--- src/rtl/rom_download_ctrl.sv ---
`default_nettype none
// ============================================================================
// Module   : rom_download_ctrl
// Brief    : HPS ioctl download front end: registered ROM write bus, region
//            select, byte count/checksum, load check and game-core reset hold.
// Revision : 1.0 - initial release
// ============================================================================
module rom_download_ctrl #(
    parameter logic [7:0]  ROM_INDEX   = 8'd0,
    parameter logic [24:0] TOTAL_BYTES = 25'h28600,
    parameter int          RESET_HOLD  = 16
) (
    input  logic        CLK_DL,
    input  logic        RESET_N,
    input  logic        ioctl_download,
    input  logic [7:0]  ioctl_index,
    input  logic        ioctl_wr,
    input  logic [24:0] ioctl_addr,
    input  logic [7:0]  ioctl_dout,
    output logic [24:0] dl_addr,
    output logic [7:0]  dl_data,
    output logic        dl_wr,
    output logic [7:0]  dl_sel,
    output logic [24:0] byte_count,
    output logic [7:0]  checksum,
    output logic        overflow,
    output logic        rom_loaded,
    output logic        load_error,
    output logic        core_rst_n
);

    localparam logic [2:0] c_ST_IDLE  = 3'd0;
    localparam logic [2:0] c_ST_LOAD  = 3'd1;
    localparam logic [2:0] c_ST_CHECK = 3'd2;
    localparam logic [2:0] c_ST_HOLD  = 3'd3;
    localparam logic [2:0] c_ST_DONE  = 3'd4;
    localparam logic [2:0] c_ST_ERROR = 3'd5;

    localparam int                  c_HOLD_W    = $clog2(RESET_HOLD + 1);
    localparam logic [c_HOLD_W-1:0] c_HOLD_LAST = c_HOLD_W'(RESET_HOLD - 1);
    localparam logic [c_HOLD_W-1:0] c_HOLD_ONE  = c_HOLD_W'(1);

    localparam logic [24:0] c_CNT_MAX = 25'h1FFFFFF;
    localparam logic [24:0] c_EP1_END = 25'h08000;
    localparam logic [24:0] c_EP2_END = 25'h10000;
    localparam logic [24:0] c_EP3_END = 25'h18000;
    localparam logic [24:0] c_EP4_END = 25'h20000;
    localparam logic [24:0] c_EP5_END = 25'h28000;
    localparam logic [24:0] c_CP1_END = 25'h28200;
    localparam logic [24:0] c_CP2_END = 25'h28400;

    logic [2:0]          r_state;
    logic [2:0]          w_state_nxt;
    logic                r_match_d;
    logic [c_HOLD_W-1:0] r_hold_cnt;

    logic       w_match;
    logic       w_dl_start;
    logic       w_dl_end;
    logic       w_accept;
    logic       w_in_range;
    logic       w_wr_ok;
    logic       w_ovf_hit;
    logic       w_image_good;
    logic       w_hold_last;
    logic       w_release_nxt;
    logic       w_err_set;
    logic [7:0] w_region_sel;

    // Only downloads aimed at our index exist as far as this block is concerned.
    assign w_match      = ioctl_download & (ioctl_index == ROM_INDEX);
    assign w_dl_start   = w_match & ~r_match_d;
    assign w_dl_end     = ~w_match & r_match_d;
    assign w_accept     = ioctl_wr & w_match;
    assign w_in_range   = (ioctl_addr < TOTAL_BYTES);
    assign w_wr_ok      = w_accept & w_in_range;
    assign w_ovf_hit    = w_accept & ~w_in_range;
    assign w_image_good = (byte_count == TOTAL_BYTES) & ~overflow;
    assign w_hold_last  = (r_hold_cnt == c_HOLD_LAST);

    always_comb begin
        w_region_sel = 8'h01;
        if (ioctl_addr < c_EP1_END) begin
            w_region_sel = 8'h80;
        end else if (ioctl_addr < c_EP2_END) begin
            w_region_sel = 8'h40;
        end else if (ioctl_addr < c_EP3_END) begin
            w_region_sel = 8'h20;
        end else if (ioctl_addr < c_EP4_END) begin
            w_region_sel = 8'h10;
        end else if (ioctl_addr < c_EP5_END) begin
            w_region_sel = 8'h08;
        end else if (ioctl_addr < c_CP1_END) begin
            w_region_sel = 8'h04;
        end else if (ioctl_addr < c_CP2_END) begin
            w_region_sel = 8'h02;
        end
    end

    always_ff @(posedge CLK_DL or negedge RESET_N) begin
        if (!RESET_N) begin
            r_state   <= c_ST_IDLE;
            r_match_d <= 1'b0;
        end else begin
            r_state   <= w_state_nxt;
            r_match_d <= w_match;
        end
    end

    // A fresh download start overrides whatever the FSM was doing.
    always_comb begin
        w_state_nxt = r_state;
        if (w_dl_start) begin
            w_state_nxt = c_ST_LOAD;
        end else begin
            case (r_state)
                c_ST_LOAD:  if (w_dl_end) w_state_nxt = c_ST_CHECK;
                c_ST_CHECK: w_state_nxt = w_image_good ? c_ST_HOLD : c_ST_ERROR;
                c_ST_HOLD:  if (w_hold_last) w_state_nxt = c_ST_DONE;
                default:    w_state_nxt = r_state;
            endcase
        end
    end

    always_comb begin
        w_release_nxt = (w_state_nxt == c_ST_DONE);
        w_err_set     = (r_state == c_ST_CHECK) & ~w_image_good & ~w_dl_start;
    end

    always_ff @(posedge CLK_DL or negedge RESET_N) begin
        if (!RESET_N) begin
            r_hold_cnt <= '0;
        end else if (r_state == c_ST_HOLD && !w_dl_start) begin
            r_hold_cnt <= r_hold_cnt + c_HOLD_ONE;
        end else begin
            r_hold_cnt <= '0;
        end
    end

    always_ff @(posedge CLK_DL or negedge RESET_N) begin
        if (!RESET_N) begin
            rom_loaded <= 1'b0;
            core_rst_n <= 1'b0;
            load_error <= 1'b0;
        end else begin
            rom_loaded <= w_release_nxt;
            core_rst_n <= w_release_nxt;
            if (w_dl_start) begin
                load_error <= 1'b0;
            end else if (w_err_set) begin
                load_error <= 1'b1;
            end
        end
    end

    always_ff @(posedge CLK_DL or negedge RESET_N) begin
        if (!RESET_N) begin
            dl_addr <= '0;
            dl_data <= '0;
            dl_wr   <= 1'b0;
            dl_sel  <= '0;
        end else begin
            dl_wr  <= w_wr_ok;
            dl_sel <= w_wr_ok ? w_region_sel : 8'h00;
            if (w_wr_ok) begin
                dl_addr <= ioctl_addr;
                dl_data <= ioctl_dout;
            end
        end
    end

    // Statistics restart on the start edge but still take a byte strobed in that same cycle.
    always_ff @(posedge CLK_DL or negedge RESET_N) begin
        if (!RESET_N) begin
            byte_count <= '0;
            checksum   <= '0;
            overflow   <= 1'b0;
        end else if (w_dl_start) begin
            byte_count <= w_wr_ok ? 25'd1 : 25'd0;
            checksum   <= w_wr_ok ? ioctl_dout : 8'h00;
            overflow   <= w_ovf_hit;
        end else begin
            if (w_wr_ok) begin
                if (byte_count != c_CNT_MAX) begin
                    byte_count <= byte_count + 25'd1;
                end
                checksum <= checksum + ioctl_dout;
            end
            if (w_ovf_hit) begin
                overflow <= 1'b1;
            end
        end
    end

endmodule
`default_nettype wire
--- config.mk ---
export PLATFORM = sky130hd
export DESIGN_NAME = rom_download_ctrl
export DESIGN_NICKNAME = d
export VERILOG_FILES = /design/src/rtl/rom_download_ctrl.sv
export SDC_FILE = /design/constraint.sdc
export NUM_CORES = 1
export LEC_CHECK = 0
export CAP_MARGIN = 20
export CORE_MARGIN = 2
export CORE_UTILIZATION = 51
export DETAILED_ROUTE_END_ITERATION = 8
export PLACE_DENSITY = 0.85
export SLEW_MARGIN = 40
export SYNTH_ARGS = -nofsm -noshare
export SYNTH_HDL_FRONTEND = slang
export SYNTH_SLANG_ARGS = --single-unit
--- constraint.sdc ---
create_clock -name CLK_DL -period 6.3 [get_ports CLK_DL]
set_clock_uncertainty 0.1 [all_clocks]
set_input_delay 1.575 -clock CLK_DL [delete_from_list [all_inputs] [get_ports CLK_DL]]
set_output_delay 1.575 -clock CLK_DL [all_outputs]
set_load 0.005 [all_outputs]
==> impl_metrics.toml, run 1 <==
[synthesis]
yosysTopAreaCell = "dfrtp_1"
synth_top_family_by_area = "simple AND/OR/NAND/NOR gates"
yosys.area_share.adder_pct = 3.76
ys_seq_area_share_pct = 51.9
synth.distinct_cells = 45
synth_area_per_cell_sq_um = 9.27
synth_edf_count = 0
synthMuxAreaShare_pct = 1.43
synth_ff_type = "dfrtp_1"
ys_ff_latch = 87
yosys.area_share.simple_pct = 26.9
synth.area.top_cells = "dfrtp_1, nand2_1, nor2_1"
synthArstFlopShare_pct = 100
syn_inst = 453
synth_xor_area_share_pct = 4.38
synth_fp_nets = 510
syn-cell-area_sq_um = 4200
synth_warnings = 0
synth.top_cell.area_share_pct = 51.9
synth-compound-area-share_pct = 8.55

[min_path]
min_path_cells = 2
hp-class = "reg -> reg"

[power]
power.density_nw_per_um2 = 178
p_leak_nw = 2.58
peakVddDrop_mv = 0.117

[layout]
fin_area_sq_um = 5710
nNetsFinal = 628
seqCellArea_sq_um = 2180
area_delta_synth_final_pct = 36.1
final_cell_mix = "clkdlybuf4s50_1, nand2_1, dfrtp_1, nor2_1, o21ai_0"
antenna_cells = 0
fillers = 634
final_common_cell = "clkdlybuf4s50_1"
drive_above_1_share_pct = 4.34
multi_input_area_sq_um = 1900

[critical_path]
cpPeakStageDelay_ns = 0.57
worst-path-stages = 8
arrival_ns = 4.51
cp_cell_sequence = "clkdlybuf4s50_1 -> or4_1 -> o211a_1 -> a2111o_1 -> buf_4 -> or3_4 -> or3_1 -> a21oi_1"
critPathTopFamily = "simple AND/OR/NAND/NOR gates"
r2r_cells = 7
critPathMaxFanout = 51
worstSetupEndpointType = "flip-flop"
start_kind = "primary input"
path_class = "in -> reg"
required_ns = 6.48
crit_slowest_cell = "or4_1"
path_buf_inv = 2

[placement]
postPlaceCellArea_sq_um = 5500
io_buffers = 123
pre_cts_ws_ns = 1.63
dpl.hpwl_um = 7750
place.gp.congestion = 0.892

[grt]
grt.overflow.total = 0
grt_start_max_net_pins = 88
grt_first_pass_wirelength_um = 17200
grt_pass1_vias = 3566
track_usage_pct = 24.9
antenna_found_initial = 0

[floorplan]
core_sq_um = 8090
ios = 124
dieArea_sq_um = 8970
start_util_pct = 51.9
dieHeight_um = 94.7
rows = 33
fp.dieW_um = 94.7

[flow_run]
cap_violations = 0

[sta]
slew_violations = 0
fin_tns_setup_ns = 0
relSlewSlack_pct = 43.8
fmax_ghz = 0.231
worst_pin_slew_ns = 0.836
grt_setup_unrepaired = "false"
final.min_clock_period_ns = 4.32
hold_viol = 0
setup_viol = 0
period_share_pct = 68.6
worst_slack_ns = 1.98

[drt]
route.detailed.drc = 0
drt_iter0_drc = 218
ant_nets = 0
vias_per_cell = 5.54
route.vias.total = 3771
routedWlPerCell_um = 15.7
dr.pass1.iters = 4
totalWireLength_um = 10700

[clocking]
max-clock-path-buffers = 2
clkTransAtPathRegs_ns = 0.09
htree_levels = 3
numCtsBuffers = 9
clockRootBuffer = "clkbuf_8"
insertion_delay_ns = 0.36
cts.sinks = 87
hold_buffers = 0
cts_tree = "built"
cts_resized = 0
postCtsSetupRepairBufs = 0

[status]
status = "finished clean"
-- worst min-delay path: stages, from the launching register on --
cell     delay (ns)
dfrtp_1        0.35
nand2_1        0.05
nand2_1        0.05
-- synthesized netlist by cell type (2+ instances only) --
master and n:
and2_1 10, dfrtp_1 87, nor4_1 9, nand4_1 15
o211ai_1 6, o21bai_1 2, buf_4 2, inv_1 12
o31ai_1 4, a21oi_1 11, xor2_1 12, xnor2_1 9
nand3_1 15, nor4b_1 3, and3_1 8, or3_1 2
nor2b_1 3, buf_2 4, nor3_1 13, clkbuf_1 11
o21ai_0 19, o311a_1 2, nand2_1 104, buf_1 2
mux2i_1 6, or4_1 5, nor2_1 46, ha_1 11
and4_1 4
-- where the power goes --
group,internal (W),switching [W]
Sequential,0.000560,0.00000207
Clock,0.000186,0.000210
Combinational,0.0000320,0.0000283
Total,0.000778,0.000241
-- per-layer routing --
layer | vias up | GRT usage (%) | wire length, um
met1 | 1821 | 31.7 | 4580
met5 | - | 0 | 0
met2 | 121 | 42.7 | 5300
met4 | 0 | 10.3 | 250
li1 | 1811 | - | -
met3 | 18 | 3.43 | 579
-- sequential cells by signal, indices dropped and copies added, names as in the netlist, 3 cells and up --
signal and cells:
byte_count 25, checksum 8, dl_addr 25, dl_data 8
dl_sel 8, r_hold_cnt 5, r_state 3
-- area by class of cell --
type / count / area share [%]
multi-input combinational: 335 / 33.2
clock inverter: 7 / 1.38
clock buffer: 9 / 2.17
inverter: 12 / 0.788
timing repair buffer: 126 / 22.0
tap: 105 / 2.30
sequential: 87 / 38.1
-- path summary, 6_finish.rpt --
kind | startpoint | to | slack [ns]
worst max-delay path | ioctl_addr[13] | byte_count[23] | 1.98
worst min-delay path | dl_addr[4] | dl_addr[4] | 0.38
worst max register to register | checksum[1] | checksum[7] | 3.85
worst min register to register | dl_addr[4] | dl_addr[4] | 0.38
max in group asynchronous | RESET_N | dl_addr[21] | 4.47
min in group asynchronous | RESET_N | dl_addr[11] | 1.16
-- metrics by stage --
stage,utilization (%),cells,hold slack (ns),power (W)
6_report,70.6,681,0.384,0.00102
5_1_grt,70.6,681,0.401,0.00106
4_1_cts,70.5,681,0.388,0.00103
3_5_place_dp,68.0,665,0.366,0.000633
3_3_place_gp,67.9,665,0.345,0.000631
2_1_floorplan,-,453,0.333,0.000585
-- logic make-up (layout without fill, tap and decap cells) --
| group | after synthesis | after routing |
|---|---|---|
| AO/OA/AOI/OAI | 55 | 55 |
| XOR/XNOR | 21 | 21 |
| adder cells (fa/ha/maj) | 12 | 12 |
| buffers and inverters | 31 | 154 |
| flip-flops | 87 | 87 |
| multiplexers | 6 | 6 |
| AND/OR/NAND/NOR | 241 | 241 |
Note: power is estimated with default switching activity, not from simulation.
==> run 2: changes to the inputs <==
CORE_UTILIZATION = 43   (was 51)
PLACE_DENSITY = 0.77   (was 0.85)
clock period = 3.57 ns   (was 6.3 ns; I/O delays follow)
==> impl_metrics.toml, run 2 (same netlist as run 1, synthesis figures left out) <==
[floorplan]
fp.dieW_um = 103
rows = 36
start_util_pct = 43.5
dieArea_sq_um = 10600
core_sq_um = 9640
ios = 124
dieHeight_um = 103

[critical_path]
path_class = "in -> reg"
crit_slowest_cell = "or4_1"
r2r_cells = 7
cp_cell_sequence = "clkdlybuf4s50_1 -> or4_1 -> o211a_1 -> a2111o_1 -> or3_4 -> or3_1 -> a21oi_1"
arrival_ns = 3.43
required_ns = 3.76
r2r-end = "checksum[7]"
cp-startpoint = "ioctl_addr[14]"
critPathTopFamily = "simple AND/OR/NAND/NOR gates"
cp-endpoint = "byte_count[23]"
critPathMaxFanout = 4
worst-path-stages = 7
timing.rr.start = "checksum[1]"
start_kind = "primary input"
worstSetupEndpointType = "flip-flop"
cpPeakStageDelay_ns = 0.55
r2r_slack_ns = 1.12
path_buf_inv = 1

[sta]
fmax_ghz = 0.308
period_share_pct = 90.8
slew_violations = 0
worst_pin_slew_ns = 0.680
hold_viol = 0
worst_slack_ns = 0.328
setup_viol = 0
fin_tns_setup_ns = 0
final.min_clock_period_ns = 3.24
grt_setup_unrepaired = "false"
relSlewSlack_pct = 54.7

[power]
switching_share_pct = 25.0
p_leak_nw = 2.63
intPower_w = 0.00130
power.share.clock_pct = 36.8
power.share.sequential_pct = 57.0
power.density_nw_per_um2 = 299
total_power_w = 0.00174
pwr-share-comb_pct = 6.2
p_sw_w = 0.000434
peakVddDrop_mv = 0.162

[clocking]
max-clock-path-buffers = 2
clkTransAtPathRegs_ns = 0.10
htree_levels = 3
numCtsBuffers = 9
insertion_delay_ns = 0.37
cts.sinks = 87
clockRootBuffer = "clkbuf_8"
cts_tree = "built"
postCtsSetupRepairBufs = 0
cts_resized = 0
hold_buffers = 0

[drt]
routedWlPerCell_um = 15.5
dr.pass1.iters = 5
drt_iter0_drc = 143
ant_nets = 0
vias_per_cell = 5.25
route.vias.total = 3774
route.detailed.drc = 0
totalWireLength_um = 11100

[placement]
dpl.hpwl_um = 8140
pre_cts_ws_ns = -0.0396
io_buffers = 123
place.gp.congestion = 0.850

[grt]
grt_first_pass_wirelength_um = 17800
grt_start_max_net_pins = 88
track_usage_pct = 21.5
grt.overflow.total = 0
antenna_found_initial = 0
grt_pass1_vias = 3700

[min_path]
hp-class = "reg -> reg"

[layout]
top_regs = "byte_count (25), dl_addr (25)"
multi_input_area_sq_um = 1900
final_common_cell = "clkdlybuf4s50_1"
final_cell_mix = "clkdlybuf4s50_1, nand2_1, dfrtp_1, nor2_1, o21ai_0"
fillers = 855
drive_above_1_share_pct = 5.97
nNetsFinal = 638
seqCellArea_sq_um = 2180
area_delta_synth_final_pct = 38.4
post-route-util_pct = 60.3
antenna_cells = 0

[status]
status = "finished clean"

[flow_run]
cap_violations = 0
[run 2: cell types whose count changed in the layout (fill, tap and decap cells not counted), sizes merged]
| cell | delta |
|---|---|
| buf | +10 |
| bufinv | -1 |
| clkinv | +2 |
| clkinvlp | -1 |
[run 2: layout make-up]
class                   instances  share of cell area (%)
clock inverters                 7                   0.947
multi-input cells             335                    32.7
flip-flops and latches         87                    37.5
well taps                     133                    2.86
inverters                      12                   0.775
repair buffers                136                    23.1
clock buffers                   9                    2.13
[run 2: metrics by stage]
stage	hold slack, ns	instances	cell area (sq um)
floorplan	0.333	453	4200
global placement	0.349	703	5620
detailed placement	0.353	703	5630
CTS	0.378	719	5800
global route	0.405	719	5810
finish	0.383	719	5810
[run 2: worst register-to-register path: cells and delay by family (launching register included)]
family                   cells  cell delay [ns]
AND/OR/NAND/NOR              1             0.63
flip-flops                   1             0.43
AO/OA/AOI/OAI                5             0.92
adder cells (fa/ha/maj)      1             0.28
[run 2: how the worst min path moves through the flow]
| stage | start | end | slack (ns) | cells past startpoint |
|---|---|---|---|---|
| global route | dl_addr[22] | dl_addr[22] | 0.41 | 1 |
| global placement | r_hold_cnt[0] | r_hold_cnt[0] | 0.35 | 1 |
| detailed placement | r_hold_cnt[0] | r_hold_cnt[0] | 0.35 | 1 |
| finish | dl_data[4] | dl_data[4] | 0.38 | 2 |
| floorplan | r_hold_cnt[0] | r_hold_cnt[0] | 0.33 | 1 |
| CTS | r_hold_cnt[0] | r_hold_cnt[0] | 0.38 | 1 |
[run 2: power by group through the flow]
| stage | combinational [W] | clock (W) | sequential [W] |
|---|---|---|---|
| global route | 0.000119 | 0.000697 | 0.000992 |
| detailed placement | 0.000109 | 0 | 0.00101 |
| floorplan | 0.0000226 | 0 | 0.00101 |
| global placement | 0.000105 | 0 | 0.00101 |
| CTS | 0.000109 | 0.000655 | 0.000991 |
| finish | 0.000107 | 0.000639 | 0.000991 |
[run 2: per-layer routing]
layer | vias to the layer above | part of all wire (%) | global-route usage [%]
met5 | - | 0 | 0
met4 | 0 | 1.6 | 7.09
met3 | 17 | 4.2 | 4.14
met2 | 98 | 50 | 37.2
met1 | 1837 | 44 | 27.1
li1 | 1822 | - | -
==> run 3: changes to the inputs <==
PLACE_DENSITY = 0.84   (was 0.77)
==> impl_metrics.toml, run 3 (same netlist as run 1, synthesis figures left out) <==
[critical_path]
cp-endpoint = "byte_count[23]"
timing.rr.start = "checksum[1]"
r2r-end = "checksum[7]"
critPathMaxFanout = 4
worstSetupEndpointType = "flip-flop"
cp-startpoint = "ioctl_addr[13]"
required_ns = 3.75
arrival_ns = 3.46
r2r_slack_ns = 1.15
r2r_cells = 7
path_class = "in -> reg"
start_kind = "primary input"

[clocking]
htree_levels = 3
postCtsSetupRepairBufs = 0
hold_buffers = 0
clockRootBuffer = "clkbuf_8"
cts_tree = "built"
max-clock-path-buffers = 2
clkTransAtPathRegs_ns = 0.08
cts_resized = 0
insertion_delay_ns = 0.36
cts.sinks = 87
numCtsBuffers = 9

[flow_run]
cap_violations = 0

[sta]
period_share_pct = 91.9
worst_pin_slew_ns = 0.673
slew_violations = 0
final.min_clock_period_ns = 3.28
holdWs_ns = 0.377
hold_viol = 0
setup_viol = 0
worst_slack_ns = 0.287
relSlewSlack_pct = 55.1
grt_setup_unrepaired = "false"
fmax_ghz = 0.305

[drt]
routedWlPerCell_um = 14.7
route.detailed.drc = 0
vias_per_cell = 5.24
ant_nets = 0
drt_iter0_drc = 256
route.vias.total = 3759
totalWireLength_um = 10500
dr.pass1.iters = 4

[power]
pwr-share-comb_pct = 5.8
power.share.sequential_pct = 53.9
switching_share_pct = 21.0
intPower_w = 0.00145
p_leak_nw = 2.65
power.share.clock_pct = 40.3
p_sw_w = 0.000386
total_power_w = 0.00184
power.density_nw_per_um2 = 315
peakVddDrop_mv = 0.183

[grt]
grt_pass1_vias = 3682
grt_first_pass_wirelength_um = 17700
antenna_found_initial = 0
grt.overflow.total = 0
track_usage_pct = 21.5
grt_start_max_net_pins = 88

[placement]
io_buffers = 123
postPlaceCellArea_sq_um = 5630
dpl.hpwl_um = 7690
pre_cts_ws_ns = -0.0609
place.gp.congestion = 0.859

[floorplan]
dieHeight_um = 103
rows = 36
dieArea_sq_um = 10600
start_util_pct = 43.5
ios = 124
core_sq_um = 9640
fp.dieW_um = 103

[layout]
nNetsFinal = 638
drive_above_1_share_pct = 5.64
final_cell_mix = "clkdlybuf4s50_1, nand2_1, dfrtp_1, nor2_1, o21ai_0"
fin_area_sq_um = 5840
top_regs = "byte_count (25), dl_addr (25)"
antenna_cells = 0
area_delta_synth_final_pct = 39.2
final_common_cell = "clkdlybuf4s50_1"

[status]
status = "finished clean"

[min_path]
hp-class = "reg -> reg"
==> run 3: cell types whose count changed in the layout (fill, tap and decap cells not counted), sizes merged <==
cell,before,now
clkinvlp,2,0
clkbuf,10,12
inv,14,12
clkinv,3,2
bufinv,0,2
==> run 3: layer usage <==
layer	wire, um	up-vias	GRT usage (%)
li1	-	1818	-
met3	465	26	2.98
met4	293	0	10.4
met2	5210	90	35.4
met1	4570	1825	27.9
met5	0	-	0
==> run 3: worst max-delay path: stages <==
cell,delay [ns]
clkdlybuf4s50_1,0.43
or4_1,0.54
o211a_1,0.26
a2111o_1,0.41
or3_4,0.43
or3_1,0.36
a21oi_1,0.14
==> run 3: final cells by class <==
| cell class | count | area (sq um) |
|---|---|---|
| tap | 133 | 166 |
| clock buffer | 11 | 141 |
| fill | 831 | 3790 |
| sequential | 87 | 2180 |
| clock inverter | 4 | 70.1 |
| timing repair buffer | 136 | 1350 |
| inverter | 12 | 45.0 |
| multi-input combinational | 335 | 1900 |
==> run 3: how the worst min path moves through the flow <==
stage | from | endpoint | cells after the start
global placement | r_hold_cnt[0] | r_hold_cnt[0] | 1
finish | dl_data[7] | dl_data[7] | 2
detailed placement | dl_data[7] | dl_data[7] | 2
CTS | r_hold_cnt[0] | r_hold_cnt[0] | 1
global route | dl_addr[9] | dl_addr[9] | 2
floorplan | r_hold_cnt[0] | r_hold_cnt[0] | 1
==> run 3: metrics by stage <==
stage,util [%],cells,setup TNS [ns]
final,60.6,718,0
after global routing,60.6,718,0
after CTS,60.6,718,0
after detailed placement,58.4,703,-0.0943
after global placement,58.3,703,-0.0118
after floorplan,-,453,0
==> run 3: power groups by stage <==
stage                     registers, W  clock network, W  logic (W)
after floorplan                0.00101                 0  0.0000226
after global placement         0.00101                 0   0.000105
after detailed placement       0.00101                 0   0.000108
after CTS                     0.000991          0.000760   0.000109
after global routing          0.000992          0.000798   0.000120
final                         0.000991          0.000741   0.000107
